==> config.mk <==
export PLATFORM = sky130hd
export DESIGN_NAME = ts_packet_mux
export DESIGN_NICKNAME = d
export VERILOG_FILES = /design/src/rtl/ts_packet_mux.sv
export SDC_FILE = /design/constraint.sdc
export NUM_CORES = 1
export LEC_CHECK = 0
export BUFFER_PORTS_ARGS = -buffer_cell sky130_fd_sc_hd__buf_2
export CAP_MARGIN = 10
export CORE_MARGIN = 1
export CORE_UTILIZATION = 56
export CTS_CLUSTER_DIAMETER = 120
export DETAILED_ROUTE_END_ITERATION = 7
export GPL_TIMING_DRIVEN = 0
export PLACE_DENSITY = 0.89
export REMOVE_ABC_BUFFERS = 1
export SETUP_SLACK_MARGIN = 0.15
export SYNTH_ARGS = -nofsm -noshare
export SYNTH_HDL_FRONTEND = slang
export SYNTH_SLANG_ARGS = --single-unit
==> constraint.sdc <==
create_clock -name SYS_CLK -period 2.81 [get_ports SYS_CLK]
set_input_delay 0.4215 -clock SYS_CLK [delete_from_list [all_inputs] [get_ports SYS_CLK]]
set_output_delay 0.4215 -clock SYS_CLK [all_outputs]
set_load 0.005 [all_outputs]
==> src/rtl/ts_packet_mux.sv <==
// ts_packet_mux
//   Merges NUM_CH tuner packet FIFOs into one byte stream. For each packet it
//   picks a ready, enabled channel with a round-robin scan. It then emits
//   HDR_BYTES header bytes fetched from an external per-channel header file,
//   followed by PKT_BYTES payload bytes read from that channel's show-ahead
//   FIFO. When nothing has been ready for IDLE_TIMEOUT scan cycles, a null
//   packet is stuffed instead. All stream outputs are registered, so a byte
//   read or addressed in cycle t appears on the outputs in cycle t+1.
//
// Ports
//   SYS_CLK          single clock, rising edge
//   RST              asynchronous, active-low reset
//   CH_ENABLE        per-channel enable mask
//   GOT_FULL_PACKET  per-channel "FIFO holds a whole packet" flag
//   DATA_IN_BUS      show-ahead FIFO data, channel i at [8i+7:8i]
//   RD_REQ           per-channel FIFO read strobe
//   HDR_ADDR         header file address (ch*HDR_BYTES + idx)
//   HDR_BYTE         header file data, valid in the same cycle as HDR_ADDR
//   DATA_OUT         output byte
//   D_VALID_OUT      DATA_OUT valid
//   P_SYNC_OUT       marks payload byte 0 of every packet
//   CH_ID_OUT        source channel of the current packet (0 for null packets)
//   NULL_OUT         marks every byte of a stuffed null packet
//   SYNC_ERR         pulse with payload byte 0 of a real packet that is not 8'h47
module ts_packet_mux #(
    parameter int NUM_CH       = 4,
    parameter int HDR_BYTES    = 4,
    parameter int PKT_BYTES    = 188,
    parameter int IDLE_TIMEOUT = 256,
    localparam int CH_W = $clog2(NUM_CH),
    localparam int HA_W = (NUM_CH * HDR_BYTES > 1) ? $clog2(NUM_CH * HDR_BYTES) : 1
) (
    input  logic                  SYS_CLK,
    input  logic                  RST,
    input  logic [NUM_CH-1:0]     CH_ENABLE,
    input  logic [NUM_CH-1:0]     GOT_FULL_PACKET,
    input  logic [8*NUM_CH-1:0]   DATA_IN_BUS,
    output logic [NUM_CH-1:0]     RD_REQ,
    output logic [HA_W-1:0]       HDR_ADDR,
    input  logic [7:0]            HDR_BYTE,
    output logic [7:0]            DATA_OUT,
    output logic                  D_VALID_OUT,
    output logic                  P_SYNC_OUT,
    output logic [CH_W-1:0]       CH_ID_OUT,
    output logic                  NULL_OUT,
    output logic                  SYNC_ERR
);

    localparam logic [1:0] S_SCAN    = 2'd0;
    localparam logic [1:0] S_HEADER  = 2'd1;
    localparam logic [1:0] S_PAYLOAD = 2'd2;

    localparam int IC_W = $clog2(IDLE_TIMEOUT + 2);
    localparam logic [IC_W-1:0] IDLE_LAST = IC_W'((IDLE_TIMEOUT == 0) ? 0 : IDLE_TIMEOUT - 1);
    localparam logic [7:0] HDR_LAST = 8'((HDR_BYTES == 0) ? 0 : HDR_BYTES - 1);
    localparam logic [7:0] PKT_LAST = 8'(PKT_BYTES - 1);
    localparam logic [1:0] FIRST_STATE = (HDR_BYTES == 0) ? S_PAYLOAD : S_HEADER;

    logic [1:0]        state;
    logic [CH_W-1:0]   sel;
    logic [CH_W-1:0]   rr_ptr;
    logic [7:0]        byte_cnt;
    logic [IC_W-1:0]   idle_cnt;
    logic              null_pkt;

    logic [NUM_CH-1:0] cand;
    logic [CH_W-1:0]   pick;
    logic [CH_W-1:0]   idx;
    logic              found;
    logic [7:0]        sel_data;
    logic [7:0]        null_byte;

    assign cand     = GOT_FULL_PACKET & CH_ENABLE;
    assign sel_data = DATA_IN_BUS[{sel, 3'b000} +: 8];

    // Round-robin pick: first candidate after rr_ptr, wrapping, so the
    // channel served last has the lowest priority on the next scan.
    always_comb begin
        pick  = '0;
        found = 1'b0;
        idx   = '0;
        for (int i = 1; i <= NUM_CH; i++) begin
            idx = CH_W'((int'(rr_ptr) + i) % NUM_CH);
            if (!found && cand[idx]) begin
                pick  = idx;
                found = 1'b1;
            end
        end
    end

    // Null packet payload: fixed PID 0x1FFF header followed by 0xFF stuffing.
    always_comb begin
        case (byte_cnt)
            8'd0:    null_byte = 8'h47;
            8'd1:    null_byte = 8'h1F;
            8'd2:    null_byte = 8'hFF;
            8'd3:    null_byte = 8'h10;
            default: null_byte = 8'hFF;
        endcase
    end

    // Header address and FIFO strobe come straight from the state, so the
    // header file / FIFO respond in the same cycle and the output register
    // captures the byte at the following edge.
    always_comb begin
        RD_REQ   = '0;
        HDR_ADDR = '0;
        if (state == S_HEADER) begin
            HDR_ADDR = HA_W'(int'(sel) * HDR_BYTES + int'(byte_cnt));
        end
        if (state == S_PAYLOAD && !null_pkt) begin
            RD_REQ[sel] = 1'b1;
        end
    end

    // Packet sequencing. A ready channel is tested before the idle timeout,
    // so a channel that becomes ready on the timeout cycle wins.
    always_ff @(posedge SYS_CLK or negedge RST) begin
        if (!RST) begin
            state    <= S_SCAN;
            sel      <= '0;
            rr_ptr   <= CH_W'(NUM_CH - 1);
            byte_cnt <= '0;
            idle_cnt <= '0;
            null_pkt <= 1'b0;
        end else begin
            case (state)
                S_SCAN: begin
                    byte_cnt <= '0;
                    if (|cand) begin
                        sel      <= pick;
                        rr_ptr   <= pick;
                        idle_cnt <= '0;
                        null_pkt <= 1'b0;
                        state    <= FIRST_STATE;
                    end else if (IDLE_TIMEOUT != 0) begin
                        if (idle_cnt == IDLE_LAST) begin
                            idle_cnt <= '0;
                            null_pkt <= 1'b1;
                            state    <= FIRST_STATE;
                        end else begin
                            idle_cnt <= idle_cnt + 1'b1;
                        end
                    end
                end
                S_HEADER: begin
                    if (byte_cnt == HDR_LAST) begin
                        byte_cnt <= '0;
                        state    <= S_PAYLOAD;
                    end else begin
                        byte_cnt <= byte_cnt + 8'd1;
                    end
                end
                S_PAYLOAD: begin
                    if (byte_cnt == PKT_LAST) begin
                        byte_cnt <= '0;
                        state    <= S_SCAN;
                    end else begin
                        byte_cnt <= byte_cnt + 8'd1;
                    end
                end
                default: state <= S_SCAN;
            endcase
        end
    end

    // Registered output stage. SCAN always produces an invalid cycle, which
    // guarantees a gap between consecutive packets.
    always_ff @(posedge SYS_CLK or negedge RST) begin
        if (!RST) begin
            DATA_OUT    <= '0;
            D_VALID_OUT <= 1'b0;
            P_SYNC_OUT  <= 1'b0;
            CH_ID_OUT   <= '0;
            NULL_OUT    <= 1'b0;
            SYNC_ERR    <= 1'b0;
        end else begin
            DATA_OUT    <= '0;
            D_VALID_OUT <= 1'b0;
            P_SYNC_OUT  <= 1'b0;
            CH_ID_OUT   <= '0;
            NULL_OUT    <= 1'b0;
            SYNC_ERR    <= 1'b0;
            if (state == S_HEADER) begin
                DATA_OUT    <= null_pkt ? 8'h00 : HDR_BYTE;
                D_VALID_OUT <= 1'b1;
                CH_ID_OUT   <= null_pkt ? '0 : sel;
                NULL_OUT    <= null_pkt;
            end else if (state == S_PAYLOAD) begin
                DATA_OUT    <= null_pkt ? null_byte : sel_data;
                D_VALID_OUT <= 1'b1;
                P_SYNC_OUT  <= (byte_cnt == 8'd0);
                CH_ID_OUT   <= null_pkt ? '0 : sel;
                NULL_OUT    <= null_pkt;
                SYNC_ERR    <= !null_pkt && (byte_cnt == 8'd0) && (sel_data != 8'h47);
            end
        end
    end

endmodule

== Yosys cells after proc, flatten, opt, wreduce, memory -nomap -nowiden ==
Cells that the tools add are included.
Storage, ports and cells
  memory bits (writable): 0
  input port bits: 50
  register bits after elaboration: 38
  memories: 0
  bits in read-only memories: 0
  word-level logic and storage cells: 103
  latch bits: 0
  output and inout bits: 22
Cells by class
  magnitude comparators: 6
  divide/modulo/power cells: 0
  muxes and demuxes: 47
  shifts and indexed selects: 1
  $mul: 0
  bitwise logic cells: 1
  add/subtract/negate cells: 7
  reduce and logical (&&, ||, !) cells: 19
  eq/ne operators: 10
Operators with widths (count)
  two-way mux 8 bit: 6
  case mux 8 bit (3 select lines): 2
  variable part select 32 x 6 -> 8 bit: 1
  two-way mux 2 bit: 11
  two-way mux 1 bit: 18
  two-way mux 9 bit: 2
  less-than comparator 2 x 3 -> 1 bit (second input constant): 5
  adder 9 x 1 -> 9 bit (second input constant): 1
  equality test 9 x 8 -> 1 bit (second input constant): 1
  adder 8 x 1 -> 8 bit (second input constant): 1
  binary-select mux 1 bit (select 2 bit): 4
  equality test 8 x 1 -> 1 bit (second input constant): 1
  equality test 8 x 2 -> 1 bit (second input constant): 1
  equality test 8 bit (second input constant): 1
  zero test 8 bit: 1
  two-way mux 4 bit: 2
  inequality test 8 x 7 -> 1 bit (second input constant): 1
  logical AND 1 bit: 7
  case mux 2 bit (3 select lines): 1
  adder 2 x 1 -> 2 bit (second input constant): 2
  adder 2 bit (second input constant): 2
  adder 4 bit: 1
  bitwise AND 4 bit: 1
  zero test 1 bit: 4
  other kinds (12): 14

== Longest topological paths before layout ==
Gate-level depths: netlist (run 1).
  depth after elaboration: 13
  mapped depth: 7
  depth with buffers taken out: 6

== Least setup slack after synthesis (run 1) ==
Ideal clock, no wire load.
  kind: register to register
  start: register byte_cnt[0]
  end: register state[1]
  clock period less this slack: 1.754 ns
  setup time: 0.128 ns
  buffers on the path: 1
  setup slack: 1.056 ns
  stages on the path, launching flop included: 7
  data required time: 2.682 ns
  data arrival time: 1.627 ns
  cells stage by stage: dfrtp_1 ha_1 buf_2 nand3_1 o41a_1 a311o_1 mux2i_1
On the way
  word-level cells in the longest chain between the ends: 3
  elaborated cells on any way between the ends: 5
  those cells by class: eq/ne: 4; reduce/logical: 1
RTL lines
  start: declaration: line 62  | logic [7:0] byte_cnt;
  start signal: assignment: line 151  | byte_cnt <= byte_cnt + 8'd1;
  start signal: assignment: line 159  | byte_cnt <= byte_cnt + 8'd1;
  equality test 8 bit / equality test 8 x 2 -> 1 bit (equally long branches): line 155, 147
  inequality test 2 x 1 -> 1 bit (no line)
  AND reduction 3 bit (no line) *
  end signal: assignment: line 149  | state <= S_PAYLOAD;
  end signal: assignment: line 157  | state <= S_SCAN;
  end signal: assignment: line 162  | default: state <= S_SCAN;
  end: declaration: line 59  | logic [1:0] state;
Every way passes the cells marked *; elsewhere a longest branch is shown, timed or not.
A chain may end at the register's enable or synchronous reset.

== Final worst setup path (run 1) ==
  start: register state[0]
  end: output RD_REQ[0]
On the way
  word-level cells in the longest chain between the ends: 3
RTL lines
  start signal: assignment: line 120  | state <= S_SCAN;
  start signal: assignment: line 135  | state <= FIRST_STATE;
  start signal: assignment: line 140  | state <= FIRST_STATE;
  equality test 2 bit: line 111  | if (state == S_PAYLOAD && !null_pkt) begin
  logical AND 1 bit: line 111
  two-way mux 4 bit: line 111
  end: declaration: line 38  | output logic [NUM_CH-1:0] RD_REQ,
No other way between the ends.

==> run summary, run 1 <==
Power per Cell Area -> 799.6 nW/um^2
Post-DP HPWL -> 4112 um
setup repair after global routing missed its margin -> false
I/O Buffers -> 71
CTS H-tree depth -> 2
type of the worst min-delay path -> primary input to asynchronous set/reset pin
worst slew pin tran -> 797.0 ps
Post-CTS Resized -> 0
Clk Tree Root Cell -> clkbuf_8
min Tclk post-route -> 2170 ps
Crit Reg-Reg Endpoint -> SYNC_ERR$_DFF_PN0_
Max Clock Skew -> 5.578 ps
synth warn -> 0
crit path launch type -> register
CTS Hold Bufs -> 0
initial cell density of the core -> 58.80%
top cell family by delay on the critical path -> simple AND/OR/NAND/NOR gates
most frequent cell after synthesis -> dfrtp_1
post-synthesis sequential area ratio -> 39.96%
gr ovfl total -> 0
max incr delay on CP -> 410 ps
Area Overhead vs Synth -> 18.83%
Switching Power -> 894.5 uW
Routed Antenna Nets -> 0
# Post-CTS Setup Buffers -> 0
vias per cell -> 6.071
register bit total from synthesis -> 38
CP max-delay cell -> dfrtp_1
Mapped Cells -> 249
largest net degree at the start of global routing -> 39
DP Worst Slack -> 715.2 ps
Crit Path Class -> register to output pin
core area -> 4058 um^2
largest cells by area after synthesis -> dfrtp_1 (38%), mux4_2 (7.6%), ha_1 (4.7%)
relative slew slack -> 46.86%
All-Layer GR Usage -> 26.67%
CP Data Arrival Time -> 1750 ps
placed inst area -> 2744 um^2
1st-iter DRT viols -> 155
WL/cell -> 15.03 um
Inserted Clock Buffers -> 5
max-cap viol count -> 0
Int Pwr -> 1373 uW
clock share of power -> 16.9%
Worst setup EP type -> output pin
synth unique cells -> 55
Reg power frac -> 38.9%
first-pass GRT wire length -> 8997 um
RR Startpoint -> sel[0]$_DFFE_PN0P_
Worst Setup SP -> state[0]$_DFFE_PN0P_
cells along the critical path -> inv_1, ha_1, nor2b_1, nor3b_1, buf_2
Leakage Power -> 0.001324 uW
Routed WL -> 5485 um
count of buffer and inverter cells on the critical path -> 2
Worst-path clk slew -> 70 ps
crit path max fanout -> 4
max frequency -> 460.8 MHz
Storage cell area -> 953.4 um^2
Die W -> 67.28 um
ys async rst share -> 100.0%
Final Max Slew Viols -> 0
clk sinks -> 38
Yosys top cell by area -> dfrtp_1
CP Depth -> 5
Syn Area/Cell -> 9.582 um^2
status -> finished clean
CTS tree -> built
Tcrit/Tclk final -> 77.23%
ant diodes -> 0
Final Hold Violating Endpoints -> 0
nets@finish -> 373
mapped cell area -> 2386 um^2
Worst Setup EP -> RD_REQ[0]
final setup vio count -> 0
final worst-path setup slack -> 639.8 ps
worst reg-to-reg path cell count -> 4
Comb power frac -> 44.2%
Setup TNS -> 0 ps
ys flop type -> dfrtp_1
vias in the first global route -> 2057
TritonRoute pass-1 iters -> 4
area of the multi-input gates -> 1339 um^2
Total Power -> 2267 uW
cell total after placement -> 357
Post-synth top cells -> dfrtp_1 (36), nand2_1 (27), nor2_1 (15)
switching share of power -> 39.46%
Final Non-Filler Cells -> 365
# fillers -> 314
Worst-Skew Late Latency -> 290 ps
Die H -> 67.28 um
VDD IR max -> 0.5225 mV
FP Rows -> 23
number of synthesized flops with an enable pin -> 0
DRC errors left -> 0
top-area cell type share of the netlist area -> 37.76%
layout cells sized above 1 -> 28.89%
initial antenna violation count -> 0
IO Count -> 72
full die area -> 4526 um^2
routed vias -> 2216
CTS Buffer Depth -> 2
Worst Path Required -> 2390 ps
Reg2Reg Setup Slack -> 740 ps
cell area after layout -> 2835 um^2
Final GP Congestion -> 0.8527
[cells in the final DEF, fill, tap and decap left out, types with 8 or more instances in the layout]
| cell | Yosys | final |
|---|---|---|
| dfrtp_1 | 36 | 36 |
| inv_1 | 9 | 9 |
| nor3_1 | 12 | 12 |
| nor2_1 | 15 | 15 |
| a21oi_1 | 8 | 8 |
| buf_2 | 3 | 71 |
| nand3_1 | 12 | 12 |
| nand2_1 | 27 | 27 |
| mux4_2 | 8 | 8 |
| ha_1 | 9 | 9 |
| o21ai_1 | 9 | 9 |
[flip-flops by register name (all words and copies together) (netlist names)]
| signal | count |
|---|---|
| CH_ID_OUT | 2 |
| sel | 2 |
| idle_cnt | 9 |
| byte_cnt | 8 |
| null_pkt | 1 |
| DATA_OUT | 8 |
| rr_ptr | 2 |
| D_VALID_OUT | 1 |
| NULL_OUT | 1 |
| SYNC_ERR | 1 |
| P_SYNC_OUT | 1 |
| state | 2 |
[routing by layer]
layer | routed length [um] | track usage (%) | vias to the layer above
met4 | 127 | 10.90 | 0
met2 | 2705 | 45.50 | 99
met1 | 2284 | 31.85 | 1037
met3 | 369 | 6.757 | 13
li1 | - | - | 1067
met5 | 0 | 0 | -
[cells by family (layout without fill, tap and decap cells)]
family,Yosys count,after routing,share of synthesized area (%)
adder cells (fa/ha/maj),9,9,4.720
AO/OA/AOI/OAI,66,66,19.98
flip-flops,38,38,39.96
buffers and inverters,22,88,3.932
XOR/XNOR,6,6,2.202
multiplexers,10,10,8.390
AND/OR/NAND/NOR,98,98,20.82
[final cells by class]
class	instances	share of cell area, %
repair buffers	71	12.53
inverters	9	1.192
well taps	50	2.207
clock buffers	7	3.045
clock inverters	1	0.1765
flip-flops and latches	38	33.63
multi-input cells	189	47.22
[metrics by stage]
stage                     hold slack [ps]  util (%)
after floorplan                     125.9         -
after global placement              477.2     67.62
after detailed placement            499.6     67.62
after CTS                           245.5     69.87
after global routing                285.9     69.87
final                               203.4     69.87
[worst min path at each step]
stage                       startpoint                      end  cells after the start
3_3_place_gp   idle_cnt[8]$_DFFE_PN0P_  idle_cnt[8]$_DFFE_PN0P_                      1
5_1_grt                            RST  byte_cnt[0]$_DFFE_PN0P_                      1
4_1_cts                            RST  byte_cnt[1]$_DFFE_PN0P_                      1
2_1_floorplan                      RST   CH_ID_OUT[0]$_DFF_PN0_                      0
3_5_place_dp   idle_cnt[8]$_DFFE_PN0P_  idle_cnt[8]$_DFFE_PN0P_                      1
6_report                           RST  byte_cnt[0]$_DFFE_PN0P_                      1
[power groups by stage]
stage / clock network [uW] / registers (uW) / logic (uW)
floorplan: 0 / 863 / 672
detailed placement: 0 / 891 / 999
finish: 384 / 881 / 1000
global placement: 0 / 881 / 966
CTS: 387 / 881 / 1010
global route: 415 / 904 / 1110
No activity file was read; power rests on OpenSTA's default activity.
==> inputs of run 2 (changes only) <==
ABC_AREA = 1   (was default)
CORE_UTILIZATION = 53   (was 56)
PLACE_DENSITY = 0.84   (was 0.89)
clock period = 2.1 ns   (was 2.81 ns; I/O delays follow)
==> run summary, run 2 <==
status -> finished clean
VDD IR max -> 0.3208 mV
clk sinks -> 38
number of synthesized flops with an enable pin -> 0
setup repair after global routing missed its margin -> true
Leakage Power -> 0.001639 uW
routed vias -> 2586
All-Layer GR Usage -> 25.27%
Routed Antenna Nets -> 0
ys async rst share -> 100.0%
Tcrit/Tclk final -> 89.90%
mapped cell area -> 2561 um^2
full die area -> 5114 um^2
vias per cell -> 5.267
most frequent cell after synthesis -> nand2_1
DRC errors left -> 0
Setup TNS -> 0 ps
Die W -> 71.52 um
Inserted Clock Buffers -> 5
TritonRoute pass-1 iters -> 4
max frequency -> 529.7 MHz
Final Max Slew Viols -> 0
ant diodes -> 0
# fillers -> 406
area of the multi-input gates -> 1415 um^2
most frequent cells in the layout -> nand2_1 (123), buf_2 (71), nor2_1 (44), dfrtp_1 (35), inv_1 (30)
Post-DP HPWL -> 4543 um
leading registers by flop count -> idle_cnt: 9 flops, DATA_OUT: 8 flops, byte_cnt: 8 flops
WL/cell -> 12.13 um
1st-iter DRT viols -> 157
Area Overhead vs Synth -> 19.25%
IO Count -> 72
post-synthesis sequential area ratio -> 37.23%
Clk Tree Root Cell -> clkbuf_8
Syn Area/Cell -> 6.941 um^2
synth warn -> 0
Storage cell area -> 954.7 um^2
Reg2Reg Setup Slack -> 410 ps
max-cap viol count -> 0
ys flop type -> dfrtp_1
register bit total from synthesis -> 38
CTS H-tree depth -> 2
core area -> 4504 um^2
synth unique cells -> 32
type of the worst min-delay path -> primary input to asynchronous set/reset pin
crit path max fanout -> 9
final setup vio count -> 0
Crit Path Class -> register to output pin
Yosys top cell by area -> dfrtp_1
vias in the first global route -> 2542
CTS Buffer Depth -> 2
largest cells by area after synthesis -> dfrtp_1 (35%), nand2_1 (18%), nor2_1 (6.6%)
Mapped Cells -> 369
Final Hold Violating Endpoints -> 0
CP Data Arrival Time -> 1570 ps
Worst-Skew Late Latency -> 290 ps
max reg flops -> 9
Final GP Congestion -> 0.8482
# Post-CTS Setup Buffers -> 0
Max Clock Skew -> 8.916 ps
min Tclk post-route -> 1888 ps
initial cell density of the core -> 56.86%
CTS tree -> built
Routed WL -> 5955 um
largest net degree at the start of global routing -> 39
CTS Hold Bufs -> 0
most common cell after layout, fill and taps aside -> nand2_1
I/O Buffers -> 71
Post-synth top cells -> nand2_1 (123), nor2_1 (45), dfrtp_1 (36)
Power per Cell Area -> 473.0 nW/um^2
nets@finish -> 497
top-area cell type share of the netlist area -> 35.17%
FP Rows -> 24
first-pass GRT wire length -> 10380 um
initial antenna violation count -> 0
relative slew slack -> 45.33%
layout cells sized above 1 -> 23.69%
Worst setup EP type -> output pin
crit path launch type -> register
Top reg by flops -> idle_cnt
gr ovfl total -> 0
Worst Path Required -> 1780 ps
Die H -> 71.52 um
worst hold-check slack -> 114.7 ps
Worst-path clk slew -> 80 ps
worst slew pin tran -> 820.1 ps
==> run 2: layer usage <==
layer  track usage, %  wire [um]
met5                0          0
met4            7.407         49
met3            5.204        361
met2            45.61       2899
met1            30.53       2644
==> run 2: stage by stage <==
stage | total power [uW] | utilization (%) | std cells | area [um^2] | setup WS [ps]
finish | 1445 | 67.81 | 491 | 3054 | 212.1
floorplan | 782.3 | - | 360 | 2496 | 592.4
global route | 1509 | 67.81 | 491 | 3054 | 105.9
CTS | 1460 | 67.44 | 491 | 3038 | 149.5
detailed placement | 850.6 | 64.75 | 483 | 2917 | 339.6
global placement | 849.2 | 64.75 | 483 | 2917 | 385.6
==> run 2: report_power, final <==
part | leakage (uW) | switching [uW] | total, uW | internal [uW]
combinational | 0.00119 | 56.7 | 105 | 47.9
clock | 0.0000504 | 256 | 609 | 353
sequential | 0.000403 | 0 | 731 | 731
==> run 2: cell type report <==
type                            instances  area share (%)
Multi-Input combinational cell        284           46.33
Sequential cell                        38           31.26
Timing Repair Buffer                   71           11.63
Inverter                               38           4.916
Clock buffer                            5           2.253
Tap cell                               52           2.130
Clock inverter                          3           1.475
==> run 2: worst paths after layout <==
check | startpoint | endpoint | cells past startpoint
setup / recovery | state[1]$_DFFE_PN0P_ | HDR_ADDR[3] | 5
hold / removal | RST | CH_ID_OUT[0]$_DFF_PN0_ | 1
setup reg to reg | state[1]$_DFFE_PN0P_ | byte_cnt[6]$_DFFE_PN0P_ | 7
hold reg to reg | idle_cnt[0]$_DFFE_PN0P_ | idle_cnt[0]$_DFFE_PN0P_ | 1
max in group asynchronous | RST | sel[0]$_DFFE_PN0P_ | 1
min in group SYS_CLK | HDR_BYTE[7] | DATA_OUT[7]$_DFF_PN0_ | 3
==> run 2: critical path: stages (launching register included) <==
cell     delay, ps
dfrtp_1        450
inv_1          110
ha_2           310
inv_1          160
nor2_1         130
buf_2          130
==> run 2: logic make-up (layout without fill, tap and decap cells) <==
family / count (synthesis) / count (layout) / share of synthesized area, %
adder cells (fa/ha/maj): 9 / 9 / 4.397
flip-flops: 38 / 38 / 37.23
buffers and inverters: 47 / 117 / 8.403
AND/OR/NAND/NOR: 216 / 216 / 35.81
AO/OA/AOI/OAI: 48 / 48 / 10.41
XOR/XNOR: 11 / 11 / 3.762
==> run 2: what timing repair did <==
item                       in CTS  in global routing
gates resized for setup         4                  4
pin swaps                       0                  0
setup endpoints to repair       3                  6
cloned                          0                  0
==> inputs of run 3 (changes only) <==
CELL_PAD_IN_SITES_DETAIL_PLACEMENT = 2   (was default)
CELL_PAD_IN_SITES_GLOBAL_PLACEMENT = 2   (was default)
CORE_UTILIZATION = 28   (was 53)
PLACE_DENSITY = 0.83   (was 0.84)
==> run summary, run 3 (same netlist as run 2, synthesis figures left out) <==
Final Hold Violating Endpoints -> 0
I/O Buffers -> 71
Crit Reg-Reg Endpoint -> byte_cnt[6]$_DFFE_PN0P_
Worst-Skew Late Latency -> 300 ps
leading registers by flop count -> idle_cnt: 9 flops, DATA_OUT: 8 flops, byte_cnt: 8 flops
max frequency -> 533.7 MHz
routed vias -> 2722
failing checks -> DRC
WL/cell -> 15.79 um
CTS Hold Bufs -> 0
FP Rows -> 34
initial cell density of the core -> 29.08%
All-Layer GR Usage -> 18.37%
Worst Setup EP -> RD_REQ[1]
DRC errors left -> 23
Tcrit/Tclk final -> 89.22%
nets@finish -> 498
largest net degree at the start of global routing -> 39
initial antenna violation count -> 0
min Tclk post-route -> 1874 ps
Setup TNS -> 0 ps
Die W -> 97.64 um
Worst-path clk slew -> 80 ps
CP Data Arrival Time -> 1560 ps
vias per cell -> 4.967
Crit Path Class -> register to output pin
Power per Cell Area -> 436.2 nW/um^2
Inserted Clock Buffers -> 5
status -> complete, but fails checks
Leakage Power -> 0.001628 uW
full die area -> 9534 um^2
vias in the first global route -> 2956
final cell utilization of the core -> 35.35%
CTS H-tree depth -> 2
most frequent cells in the layout -> nand2_1 (123), buf_2 (71), nor2_1 (44), dfrtp_1 (33), inv_1 (29)
CTS tree -> built
first-pass GRT wire length -> 14100 um
CTS Buffer Depth -> 2
worst reg-to-reg path cell count -> 7
RR Startpoint -> state[1]$_DFFE_PN0P_
core area -> 8806 um^2
max-cap viol count -> 0
crit path max fanout -> 5
1st-iter DRT viols -> 91
final setup vio count -> 0
TritonRoute pass-1 iters -> 6
final worst-path setup slack -> 226.3 ps
setup repair after global routing missed its margin -> true
layout cells sized above 1 -> 23.86%
Top reg by flops -> idle_cnt
Worst Setup SP -> state[0]$_DFFE_PN0P_
Routed WL -> 8655 um
Reg2Reg Setup Slack -> 290 ps
Clk Tree Root Cell -> clkbuf_8
Final GP Congestion -> 0.8034
most common cell after layout, fill and taps aside -> nand2_1
Total Power -> 1358 uW
Area Overhead vs Synth -> 21.54%
gr ovfl total -> 0
worst slew pin tran -> 931.5 ps
clk sinks -> 38
Routed Antenna Nets -> 0
relative slew slack -> 37.90%
max reg flops -> 9
Post-DP HPWL -> 6522 um
IO Count -> 72
ant diodes -> 0
Final Max Slew Viols -> 0
Max Clock Skew -> 9.653 ps
Worst setup EP type -> output pin
Worst Path Required -> 1780 ps
crit path launch type -> register
VDD IR max -> 0.1731 mV
Die H -> 97.64 um
DP Worst Slack -> 202.5 ps
type of the worst min-delay path -> primary input to asynchronous set/reset pin
-- run 3: cell count changes in the layout (fill, tap and decap cells not counted), sizes merged --
| cell | previous run | this run |
|---|---|---|
| clkbuf | 5 | 8 |
| clkinvlp | 2 | 0 |
| buf | 71 | 72 |
| bufinv | 1 | 0 |
-- run 3: power breakdown --
| part | switching, uW | leakage, uW | total [uW] | internal [uW] |
|---|---|---|---|---|
| Combinational | 65.2 | 0.00119 | 113 | 48.1 |
| Sequential | 0 | 0.000400 | 731 | 731 |
| Clock | 277 | 0.0000395 | 514 | 237 |
-- run 3: worst min path at each step --
stage,startpoint,endpoint,slack [ps],cells after the start
5_1_grt,RST,DATA_OUT[7]$_DFF_PN0_,210,1
3_3_place_gp,RST,DATA_OUT[2]$_DFF_PN0_,490,1
4_1_cts,RST,DATA_OUT[7]$_DFF_PN0_,180,1
6_report,RST,DATA_OUT[5]$_DFF_PN0_,140,1
2_1_floorplan,RST,CH_ID_OUT[0]$_DFF_PN0_,20,0
3_5_place_dp,RST,DATA_OUT[7]$_DFF_PN0_,500,1
-- run 3: per-layer routing --
layer	vias to the layer above	part of all wire, %	track usage, %
li1	1317	-	-
met1	1344	43	22.08
met2	56	52	34.32
met3	5	4.1	3.165
met4	0	0.59	3.147
met5	-	0	0
-- run 3: final cells by class --
| cell class | count | area [um^2] |
|---|---|---|
| clock buffers | 8 | 80.08 |
| fillers | 1085 | 5693 |
| inverters | 38 | 152.6 |
| multi-input cells | 284 | 1425 |
| flip-flops and latches | 38 | 957.2 |
| well taps | 108 | 135.1 |
| repair buffers | 72 | 362.8 |
-- run 3: metrics by stage --
| step | hold WS [ps] | cell area [um^2] | instances |
|---|---|---|---|
| 2_1_floorplan | 19.41 | 2496 | 360 |
| 3_3_place_gp | 487.4 | 2987 | 539 |
| 3_5_place_dp | 496.7 | 2987 | 539 |
| 4_1_cts | 178.9 | 3085 | 547 |
| 5_1_grt | 212.8 | 3113 | 548 |
| 6_report | 136.2 | 3113 | 548 |
-- run 3: timing repair --
item	4_1_cts	5_1_grt
setup buffers	0	1
gates resized for setup	6	7
setup endpoints to repair	6	5
pin swaps	0	0
-- run 3: critical path: stages (launching register included) --
cell	delay [ps]
dfrtp_2	440
inv_4	80
ha_4	160
inv_2	90
nor2_4	120
inv_1	90
nor3_1	140
buf_2	140
